[config.mk]
export PLATFORM = sky130hd
export DESIGN_NAME = wgt_rd_responder
export DESIGN_NICKNAME = d
export VERILOG_FILES = /design/src/rtl/wgt_pkg.sv /design/src/rtl/wgt_lane_align.sv /design/src/rtl/wgt_rd_responder.sv
export SDC_FILE = /design/constraint.sdc
export NUM_CORES = 1
export LEC_CHECK = 0
export CAP_MARGIN = 20
export CORE_AREA = 2 2 215 217
export CTS_CLUSTER_DIAMETER = 50
export DETAILED_ROUTE_END_ITERATION = 8
export DIE_AREA = 0 0 217 219
export PLACE_DENSITY_LB_ADDON = 0.08
export SKIP_CTS_REPAIR_TIMING = 1
export SYNTH_ARGS = -nofsm -noshare
export SYNTH_HDL_FRONTEND = slang
export SYNTH_HIERARCHICAL = 1
export SYNTH_SLANG_ARGS = --single-unit
[constraint.sdc]
create_clock -name clk -period 5.5 [get_ports clk]
set_input_delay 0.825 -clock clk [delete_from_list [all_inputs] [get_ports clk]]
set_output_delay 0.825 -clock clk [all_outputs]
set_load 0.005 [all_outputs]
[src/rtl/wgt_pkg.sv]
// Shared definitions for the weight read responder.
//   SYSTOLIC_SIZE / DATA_WIDTH : lanes per line and bits per lane
//   WGT_RAM_SIZE_DEFAULT       : default total weight lanes
//   wgt_state_e                : responder FSM states (IDLE=0, STREAM=1, DRAIN=2)
//   clamp_size()               : maps a raw lane count onto 1..SYSTOLIC_SIZE
// Optional build macro: WGT_SKEW_EN (per-lane diagonal output skew).
package wgt_pkg;

  localparam int unsigned SYSTOLIC_SIZE        = 16;
  localparam int unsigned DATA_WIDTH           = 8;
  localparam int unsigned WGT_RAM_SIZE_DEFAULT = 8845488;
  localparam int unsigned OFF_W                = $clog2(SYSTOLIC_SIZE);
  localparam int unsigned SIZE_W               = 5;
  localparam int unsigned LINE_W               = SYSTOLIC_SIZE * DATA_WIDTH;

`ifdef WGT_SKEW_EN
  localparam int unsigned VALID_W      = SYSTOLIC_SIZE;
  localparam int unsigned DRAIN_CYCLES = 2 + SYSTOLIC_SIZE - 1;
`else
  localparam int unsigned VALID_W      = 1;
  localparam int unsigned DRAIN_CYCLES = 2;
`endif

  typedef enum logic [1:0] {
    StIdle   = 2'd0,
    StStream = 2'd1,
    StDrain  = 2'd2
  } wgt_state_e;

  // Zero means a full line; anything wider than a line is cut to a full line.
  function automatic logic [SIZE_W-1:0] clamp_size(input logic [SIZE_W-1:0] size);
    if (size == '0 || 32'(size) > SYSTOLIC_SIZE) begin
      return SIZE_W'(SYSTOLIC_SIZE);
    end
    return size;
  endfunction

endpackage

[src/rtl/wgt_lane_align.sv]
// Purely combinational lane realignment.
//   line_lo / line_hi : the two consecutive memory lines, lower line first
//   off               : lane offset of the first requested lane within line_lo
//   size              : number of lanes to keep (lanes >= size are zeroed)
//   vec               : realigned, masked vector, lane 0 in the LSBs
module wgt_lane_align
  import wgt_pkg::*;
(
  input  logic [LINE_W-1:0] line_lo,
  input  logic [LINE_W-1:0] line_hi,
  input  logic [OFF_W-1:0]  off,
  input  logic [SIZE_W-1:0] size,
  output logic [LINE_W-1:0] vec
);

  logic [2*LINE_W-1:0] both;
  logic [LINE_W-1:0]   shifted;

  always_comb begin
    both    = {line_hi, line_lo};
    shifted = LINE_W'(both >> (32'(off) * DATA_WIDTH));
    vec     = '0;
    for (int i = 0; i < SYSTOLIC_SIZE; i++) begin
      if (32'(i) < 32'(size)) begin
        vec[i*DATA_WIDTH +: DATA_WIDTH] = shifted[i*DATA_WIDTH +: DATA_WIDTH];
      end
    end
  end

endmodule

[src/rtl/wgt_rd_responder.sv]
// Weight read responder: turns (wgt_addr, read_wgt_size) requests into
// realigned SYSTOLIC_SIZE-lane weight vectors, two cycles after read_en.
// Ports:
//   clk, rst_n                     : clock, asynchronous active-low reset
//   read_en, wgt_addr, read_wgt_size : request (one per cycle, no backpressure)
//   mem_rd_en, mem_even_addr, mem_odd_addr : common strobe + per-bank line address
//   mem_even_rdata, mem_odd_rdata  : bank data, one cycle after the strobe
//   wgt_data, wgt_valid, wgt_last  : realigned weights and beat framing
//   beat_cnt                       : beats delivered in the current burst
//   oob_err                        : sticky out-of-range request flag
// Optional build macro: WGT_SKEW_EN delays lane i by i extra cycles and widens
// wgt_valid to one bit per lane.
module wgt_rd_responder
  import wgt_pkg::*;
#(
  parameter int unsigned WGT_RAM_SIZE = WGT_RAM_SIZE_DEFAULT,
  localparam int unsigned AW          = $clog2(WGT_RAM_SIZE),
  localparam int unsigned LINE_AW     = $clog2(WGT_RAM_SIZE / SYSTOLIC_SIZE / 2 + 1)
) (
  input  logic               clk,
  input  logic               rst_n,
  input  logic               read_en,
  input  logic [AW-1:0]      wgt_addr,
  input  logic [SIZE_W-1:0]  read_wgt_size,
  output logic               mem_rd_en,
  output logic [LINE_AW-1:0] mem_even_addr,
  output logic [LINE_AW-1:0] mem_odd_addr,
  input  logic [LINE_W-1:0]  mem_even_rdata,
  input  logic [LINE_W-1:0]  mem_odd_rdata,
  output logic [LINE_W-1:0]  wgt_data,
  output logic [VALID_W-1:0] wgt_valid,
  output logic               wgt_last,
  output logic [12:0]        beat_cnt,
  output logic               oob_err
);

  localparam int unsigned LW = AW - OFF_W;

  // ---------------------------------------------------------------- stage 0
  logic [LW-1:0]     line_idx;
  logic [LW:0]       line_next;
  logic [SIZE_W-1:0] size_c;
  logic              oob_set;

  assign line_idx  = wgt_addr[AW-1:OFF_W];
  assign line_next = {1'b0, line_idx} + (LW + 1)'(1);
  assign size_c    = clamp_size(read_wgt_size);
  assign oob_set   = read_en && ((32'(wgt_addr) + 32'(size_c)) > WGT_RAM_SIZE);

  // Even bank holds lines 2k, odd bank lines 2k+1: lines L and L+1 always
  // land in different banks, so both are fetched in the same cycle.
  assign mem_rd_en     = read_en & rst_n;
  assign mem_even_addr = rst_n ? LINE_AW'(line_next >> 1) : '0;
  assign mem_odd_addr  = rst_n ? LINE_AW'(line_idx >> 1) : '0;

  logic              s1_vld_q;
  logic              s1_odd_q;
  logic [OFF_W-1:0]  s1_off_q;
  logic [SIZE_W-1:0] s1_size_q;
  logic [AW-1:0]     s1_addr_q;

  always_ff @(posedge clk or negedge rst_n) begin
    if (!rst_n) begin
      s1_vld_q  <= 1'b0;
      s1_odd_q  <= 1'b0;
      s1_off_q  <= '0;
      s1_size_q <= '0;
      s1_addr_q <= '0;
    end else begin
      s1_vld_q <= read_en;
      if (read_en) begin
        s1_odd_q  <= line_idx[0];
        s1_off_q  <= wgt_addr[OFF_W-1:0];
        s1_size_q <= size_c;
        s1_addr_q <= wgt_addr;
      end
    end
  end

  // ---------------------------------------------------------------- stage 1
  logic [LINE_W-1:0] line_lo;
  logic [LINE_W-1:0] line_hi;
  logic [LINE_W-1:0] aligned;
  logic [31:0]       addr_ext;
  logic [31:0]       room;
  logic [SIZE_W-1:0] eff_size;

  assign line_lo = s1_odd_q ? mem_odd_rdata : mem_even_rdata;
  assign line_hi = s1_odd_q ? mem_even_rdata : mem_odd_rdata;

  // Lanes past the end of memory are masked by shrinking the lane count.
  always_comb begin
    addr_ext = 32'(s1_addr_q);
    room     = (addr_ext < WGT_RAM_SIZE) ? (WGT_RAM_SIZE - addr_ext) : 32'd0;
    eff_size = (room < 32'(s1_size_q)) ? SIZE_W'(room) : s1_size_q;
  end

  wgt_lane_align u_align (
    .line_lo (line_lo),
    .line_hi (line_hi),
    .off     (s1_off_q),
    .size    (eff_size),
    .vec     (aligned)
  );

  // ---------------------------------------------------------------- FSM
  wgt_state_e state_q, state_d;
  logic [4:0] drain_q, drain_d;

  always_comb begin
    state_d = state_q;
    drain_d = drain_q;
    unique case (state_q)
      StIdle: begin
        if (read_en) state_d = StStream;
      end
      StStream: begin
        if (!read_en) begin
          state_d = StDrain;
          drain_d = '0;
        end
      end
      StDrain: begin
        if (read_en) begin
          state_d = StStream;
        end else if (drain_q == 5'(DRAIN_CYCLES - 1)) begin
          state_d = StIdle;
        end else begin
          drain_d = drain_q + 5'd1;
        end
      end
      default: state_d = StIdle;
    endcase
  end

  // ---------------------------------------------------------------- output stage
  logic              out_vld_q;
  logic              out_last_q;
  logic [LINE_W-1:0] data_q;
  logic [12:0]       cnt_q, cnt_d;
  logic              reload_q;
  logic              oob_q;
  logic              last_d;

  // read_en of the following cycle is visible while this beat sits in stage 1.
  assign last_d = s1_vld_q & ~read_en;

  always_comb begin
    cnt_d = cnt_q;
    if (s1_vld_q && state_q != StIdle) begin
      if (reload_q) begin
        cnt_d = 13'd1;
      end else if (cnt_q != 13'h1fff) begin
        cnt_d = cnt_q + 13'd1;
      end
    end
  end

  always_ff @(posedge clk or negedge rst_n) begin
    if (!rst_n) begin
      state_q    <= StIdle;
      drain_q    <= '0;
      out_vld_q  <= 1'b0;
      out_last_q <= 1'b0;
      data_q     <= '0;
      cnt_q      <= '0;
      reload_q   <= 1'b0;
      oob_q      <= 1'b0;
    end else begin
      state_q    <= state_d;
      drain_q    <= drain_d;
      out_vld_q  <= s1_vld_q;
      out_last_q <= last_d;
      cnt_q      <= cnt_d;
      if (s1_vld_q) begin
        data_q   <= aligned;
        reload_q <= last_d;
      end
      if (oob_set) oob_q <= 1'b1;
    end
  end

  assign beat_cnt = cnt_q;
  assign oob_err  = oob_q;

`ifdef WGT_SKEW_EN
  for (genvar i = 0; i < SYSTOLIC_SIZE; i++) begin : g_skew
    if (i == 0) begin : g_direct
      assign wgt_data[0 +: DATA_WIDTH] = data_q[0 +: DATA_WIDTH];
      assign wgt_valid[0]              = out_vld_q;
    end else begin : g_delay
      logic [DATA_WIDTH-1:0] d_sr [i];
      logic [i-1:0]          v_sr;
      always_ff @(posedge clk or negedge rst_n) begin
        if (!rst_n) begin
          for (int k = 0; k < i; k++) d_sr[k] <= '0;
          v_sr <= '0;
        end else begin
          d_sr[0] <= data_q[i*DATA_WIDTH +: DATA_WIDTH];
          for (int k = 1; k < i; k++) d_sr[k] <= d_sr[k-1];
          v_sr <= i'({v_sr, out_vld_q});
        end
      end
      assign wgt_data[i*DATA_WIDTH +: DATA_WIDTH] = d_sr[i-1];
      assign wgt_valid[i]                         = v_sr[i-1];
    end
  end

  // Burst end is flagged together with the most delayed lane.
  logic [SYSTOLIC_SIZE-2:0] last_sr;
  always_ff @(posedge clk or negedge rst_n) begin
    if (!rst_n) begin
      last_sr <= '0;
    end else begin
      last_sr <= {last_sr[SYSTOLIC_SIZE-3:0], out_last_q};
    end
  end
  assign wgt_last = last_sr[SYSTOLIC_SIZE-2];
`else
  assign wgt_data  = data_q;
  assign wgt_valid = out_vld_q;
  assign wgt_last  = out_last_q;
`endif

endmodule

Word-level counts from Yosys, hierarchy flattened
Cells that the tools add are included.

operators by class
  add/subtract/negate cells = 5
  bitwise gates (word level) = 3
  multiplexer cells = 36
  magnitude comparators = 20
  shifts and indexed selects = 1
  equality and inequality tests = 9
  reduce and logical (&&, ||, !) cells = 11

operators by type and width
  kind                                                             number
  2-to-1 mux 128 bit                                               2
  >> shifter 256 x 7 -> 128 bit                                    1
  2-to-1 mux 8 bit                                                 16
  < comparator 4 x 5 -> 1 bit, first input constant                8
  2-to-1 mux 19 bit                                                2
  < comparator 32 x 5 -> 1 bit                                     1
  2-to-1 mux 32 bit                                                1
  2-to-1 mux 5 bit                                                 6
  2-to-1 mux 13 bit                                                2
  adder 24 x 5 -> 25 bit                                           1
  greater-than comparator 25 x 24 -> 1 bit, second input constant  1
  subtractor 24 x 24 -> 25 bit, first input constant               1
  < comparator 24 bit, second input constant                       1
  adder 20 x 1 -> 20 bit, second input constant                    1
  < comparator 3 x 5 -> 1 bit, first input constant                4
  adder 13 x 1 -> 13 bit, second input constant                    1
  != test 13 bit, second input constant                            1
  < comparator 1 x 5 -> 1 bit, first input constant                2
  < comparator 2 x 5 -> 1 bit, first input constant                2
  one-hot mux 5 bit (2 select lines)                               1
  2-to-1 mux 2 bit                                                 4
  != test 2 bit, second input constant                             4
  one-hot mux 2 bit (3 select lines)                               1
  nonzero test 2 bit                                               3
  16 further kinds                                                 18

storage, ports and cells
  output and inout bits = 183
  word-level logic and storage cells = 98
  register bits after elaboration = 187
  input port bits = 288

Depth between registers and ports, before layout
Gate-level depths: netlist (run 1).

  depth in word-level cells = 7
  gate-level depth with buffers = 23

Hierarchy
The synthesis (run 1) kept the hierarchy.

by module, submodules not included
  module            area each (µm²)  times used  cells each
  wgt_rd_responder  12,061.6         1           1,067
  wgt_lane_align    10,372.4         1           983

Worst setup path after synthesis (run 1)
No wires, ideal clock.

  path kind = flip-flop to flip-flop
  start point = reg s1_off_q[0]
  end point = reg data_q[16], in the netlist wgt_data[16]
  clock period less this slack = 4.909 ns
  arrival time = 4.784 ns
  stages on the path, launching flop included = 22
  setup time = 0.125 ns
  setup slack = 0.591 ns
  cell sequence = dfrtp_1 -> inv_1 -> ha_1 -> or3b_1 -> nor2_1 -> nor4bb_1 -> nor2_1 -> nand2_1 -> inv_1 -> ha_1 -> nor2b_1 -> o21a_1 -> nor3_1 -> a221oi_2 -> or4b_1 -> buf_6 -> mux2_4 -> or2_1 -> buf_2 -> a211oi_1 -> a211oi_1 -> mux2_2

between the ends
  word-level cells in the longest chain between the ends = 2

RTL lines
  element                        RTL line                 RTL
  from (decl)                    wgt_rd_responder.sv:58   logic [OFF_W-1:0] s1_off_q;
  from (signal assigned)         wgt_rd_responder.sv:73   s1_off_q <= wgt_addr[OFF_W-1:0];
  >> shifter 256 x 7 -> 128 bit  wgt_lane_align.sv:21     shifted = LINE_W'(both >> (32'(off) * DATA_WIDTH));
  2-to-1 mux 8 bit               wgt_lane_align.sv:24     if (32'(i) < 32'(size)) begin
  net aligned[16]                wgt_rd_responder.sv:83   logic [LINE_W-1:0] aligned;
  to (signal assigned)           wgt_rd_responder.sv:176  data_q <= aligned;
  to (decl)                      wgt_rd_responder.sv:139  logic [LINE_W-1:0] data_q;

The timed path passes the listed nets, and every way through them passes these cells.
A chain may end at the register's enable or synchronous reset.

Worst setup path in the final report (run 1)
  start point = reg s1_off_q[1]
  end point = reg data_q[64], in the netlist wgt_data[64]

The elaborated chain is that of the path after synthesis.

==> impl_results.rst, run 1 <==
.. list-table::
   :header-rows: 1

   * - Metric
     - Value
   * - Outcome
     - finished, final reports clean
   * - Maximum number of pins on one net before global-route repair
     - between 200 and 250
   * - Sequential cell fraction of total power
     - between 20% and 30%
   * - Hpwl dp
     - ~75,000 microns
   * - Number of cell rows
     - 78
   * - Clock tree from TritonCTS
     - done
   * - Crit Path Class
     - flip-flop to flip-flop
   * - Drt via density
     - about 7
   * - Number of optimization iterations in the first detailed-route pass
     - 8
   * - Die width
     - between 200 and 250 microns
   * - Hold slack
     - approximately 310 ps
   * - Residual overflow from global routing
     - 0
   * - Initial cell density of the core
     - 49.6%
   * - Launching element type of the critical path
     - flip-flop
   * - DRC errors left
     - 0
   * - Core region area
     - roughly 0.045 sq mm
   * - Clk root buf
     - clkbuf_16
   * - Setup repair after global routing missed its margin
     - no
   * - Proportion of power drawn by combinational gates
     - 55.6%
   * - Routability Congestion
     - a little over 1
   * - Power per cell area
     - between 200 and 300 mW/mm^2
   * - Lkg Pwr
     - ~0.011 uW
   * - Max cap viols
     - 0
   * - Die ar.
     - 0.0475 sq mm
   * - Time the worst path needs with I/O delays and setup
     - approximately 5100 ps
   * - Synthesized net count
     - between 2,000 and 2,500
   * - Sort of element at the end of the critical path
     - flip-flop
   * - Worst Skew
     - 10.7 ps
   * - Commonest non-fill, non-tap cell in the layout
     - clkdlybuf4s50_1
   * - CTS H-tree lvls
     - 4
   * - Number of max-slew violations in the final report
     - 0
   * - Detail-routed net length per standard cell
     - between 30 and 40 microns
   * - Wire length of the first global-routing pass
     - around 140,000 microns
   * - Total length of routed wires
     - 94,100 microns
   * - Layout net count
     - roughly 2,700
   * - Relative slew slack
     - 27.1%
   * - Max Clock Freq
     - 195 MHz
   * - Min-delay worst type
     - input pin to asynchronous set/reset pin
   * - Synth warn
     - 6
   * - Clk slew on worst S/H paths
     - about 70 ps
   * - CP Data Required Time
     - slightly below 6000 ps
   * - Fraction of power spent switching nets
     - between 40% and 50%
   * - Maximum fanout encountered on the critical timing path
     - 8
   * - Share of layout cells above drive strength 1
     - slightly above 30%
   * - Transition time at the pin with the least slew margin
     - 1090 ps
   * - Final number of setup-violating endpoints
     - 0
   * - Post-synthesis instance area
     - roughly 0.022 sq mm
   * - Critical path arrival
     - around 5500 ps
   * - Initial DRC Count
     - approximately 2,700
   * - Synth-to-Final Area Change
     - 24.0%
   * - Max Buffers Root-to-Sink
     - 2
   * - I/O pin total
     - 471
   * - Clock tree sinks
     - between 150 and 200
   * - Aggregate negative setup slack
     - 0 ps
   * - Switching power summed over all nets
     - 2980 uW
   * - Number of vias after detailed routing
     - between 20,000 and 25,000
   * - Internal power consumption
     - around 4400 uW
   * - Number of standard cells after synthesis
     - 2,042
   * - Post-route fraction of the period consumed by the critical path
     - slightly above 90%
   * - Number of inserted diodes
     - 0
   * - Height of the chip
     - between 200 and 250 microns
   * - Number of global-route vias before repair
     - 19,391
   * - Number of buffers created by CTS
     - 17
   * - GRT Overall Usage
     - roughly 40%
   * - Leading cell types in the layout, fill and taps excluded
     - clkdlybuf4s50_1 (469), mux2_2 (438), mux2i_1 (185)
   * - Clk pwr share
     - between 15 and 20%
   * - Initial antenna violation count
     - 2
   * - # port buffers
     - 470
   * - Skew-Pair Late Insertion Delay
     - ~460 ps
   * - Final Hold Vio Count
     - 0
   * - Peak supply drop
     - ~0.28 mV
   * - Average cell area after synthesis
     - roughly 11 sq um
   * - Detail Route Antenna Nets
     - 0
power by group through the flow:
stage / clock network, uW / registers, uW / logic [uW]
after global routing: 1340 / 2010 / 4270
after global placement: 0 / 2010 / 3910
final: 1280 / 1990 / 4090
after detailed placement: 0 / 2010 / 3950
after CTS: 1290 / 1990 / 3970
after floorplan: 0 / 1840 / 2240
area by class of cell:
| class | instances | area, sq um |
|---|---|---|
| Clock inverter | 7 | 97.6 |
| Inverter | 26 | 97.6 |
| Sequential cell | 182 | 4580 |
| Clock buffer | 24 | 482 |
| Tap cell | 600 | 751 |
| Multi-Input combinational cell | 1638 | 16500 |
| Timing Repair Buffer | 525 | 5170 |
| Fill cell | 3781 | 17400 |
critical path, stage by stage, from the launching register on:
cell and delay (ps):
dfrtp_4 500, inv_1 80, ha_1 190, or3b_1 390
nor2_1 110, nor4bb_4 240, nor2_1 90, nand2_1 110
inv_1 50, ha_1 270, nor2b_1 130, o21a_1 160
nor3_1 170, a221oi_2 110, or4b_1 660, mux2i_1 300
or2_2 380, o31ai_1 330, buf_4 260, a21oi_1 60
o21a_1 130, mux2_2 250
flip-flops by register name, indices dropped and copies added (netlist names):
register,flops
drain_q,5
wgt_valid,1
state_q,2
oob_err,1
s1_addr_q,21
s1_size_q,5
beat_cnt,13
reload_q,1
s1_vld_q,1
wgt_data,128
s1_off_q,3
wgt_last,1
worst paths after layout:
check                      slack, ps            to         start  cells past startpoint
max in group asynchronous       3650      s1_vld_q         rst_n                      2
min                              310  wgt_data[70]         rst_n                      1
min in group clk                 510  wgt_data[92]  wgt_data[92]                      1
min reg2reg                      510  wgt_data[92]  wgt_data[92]                      1
max reg2reg                      380  wgt_data[64]   s1_off_q[1]                     21
max                              380  wgt_data[64]   s1_off_q[1]                     21
metal layers:
metal | vias to the layer above | track usage (%) | share of wire [%]
li1 | 8713 | - | -
met1 | 10301 | 55.3 | 41
met2 | 1354 | 55.9 | 42
met3 | 128 | 14.1 | 14
met4 | 0 | 12.2 | 3.2
met5 | - | 0 | 0
stage by stage:
step	worst slack [ps]	power (uW)	utilization (%)	cell area [sq um]	std cells
after global placement	377	5920	60.1	27100	2971
after floorplan	591	4080	-	22300	2042
after global routing	92.6	7620	61.4	27700	3002
final	380	7350	61.4	27700	3002
after CTS	355	7250	61.4	27700	3002
after detailed placement	376	5960	60.1	27100	2971
(Power assumes the default switching activity.)
==> run 2: changes to the inputs <==
- SETUP_SLACK_MARGIN: not set -> 0.02
==> results of run 2 <==
No change in the layout: final DEF, timing and power equal those of run 1.
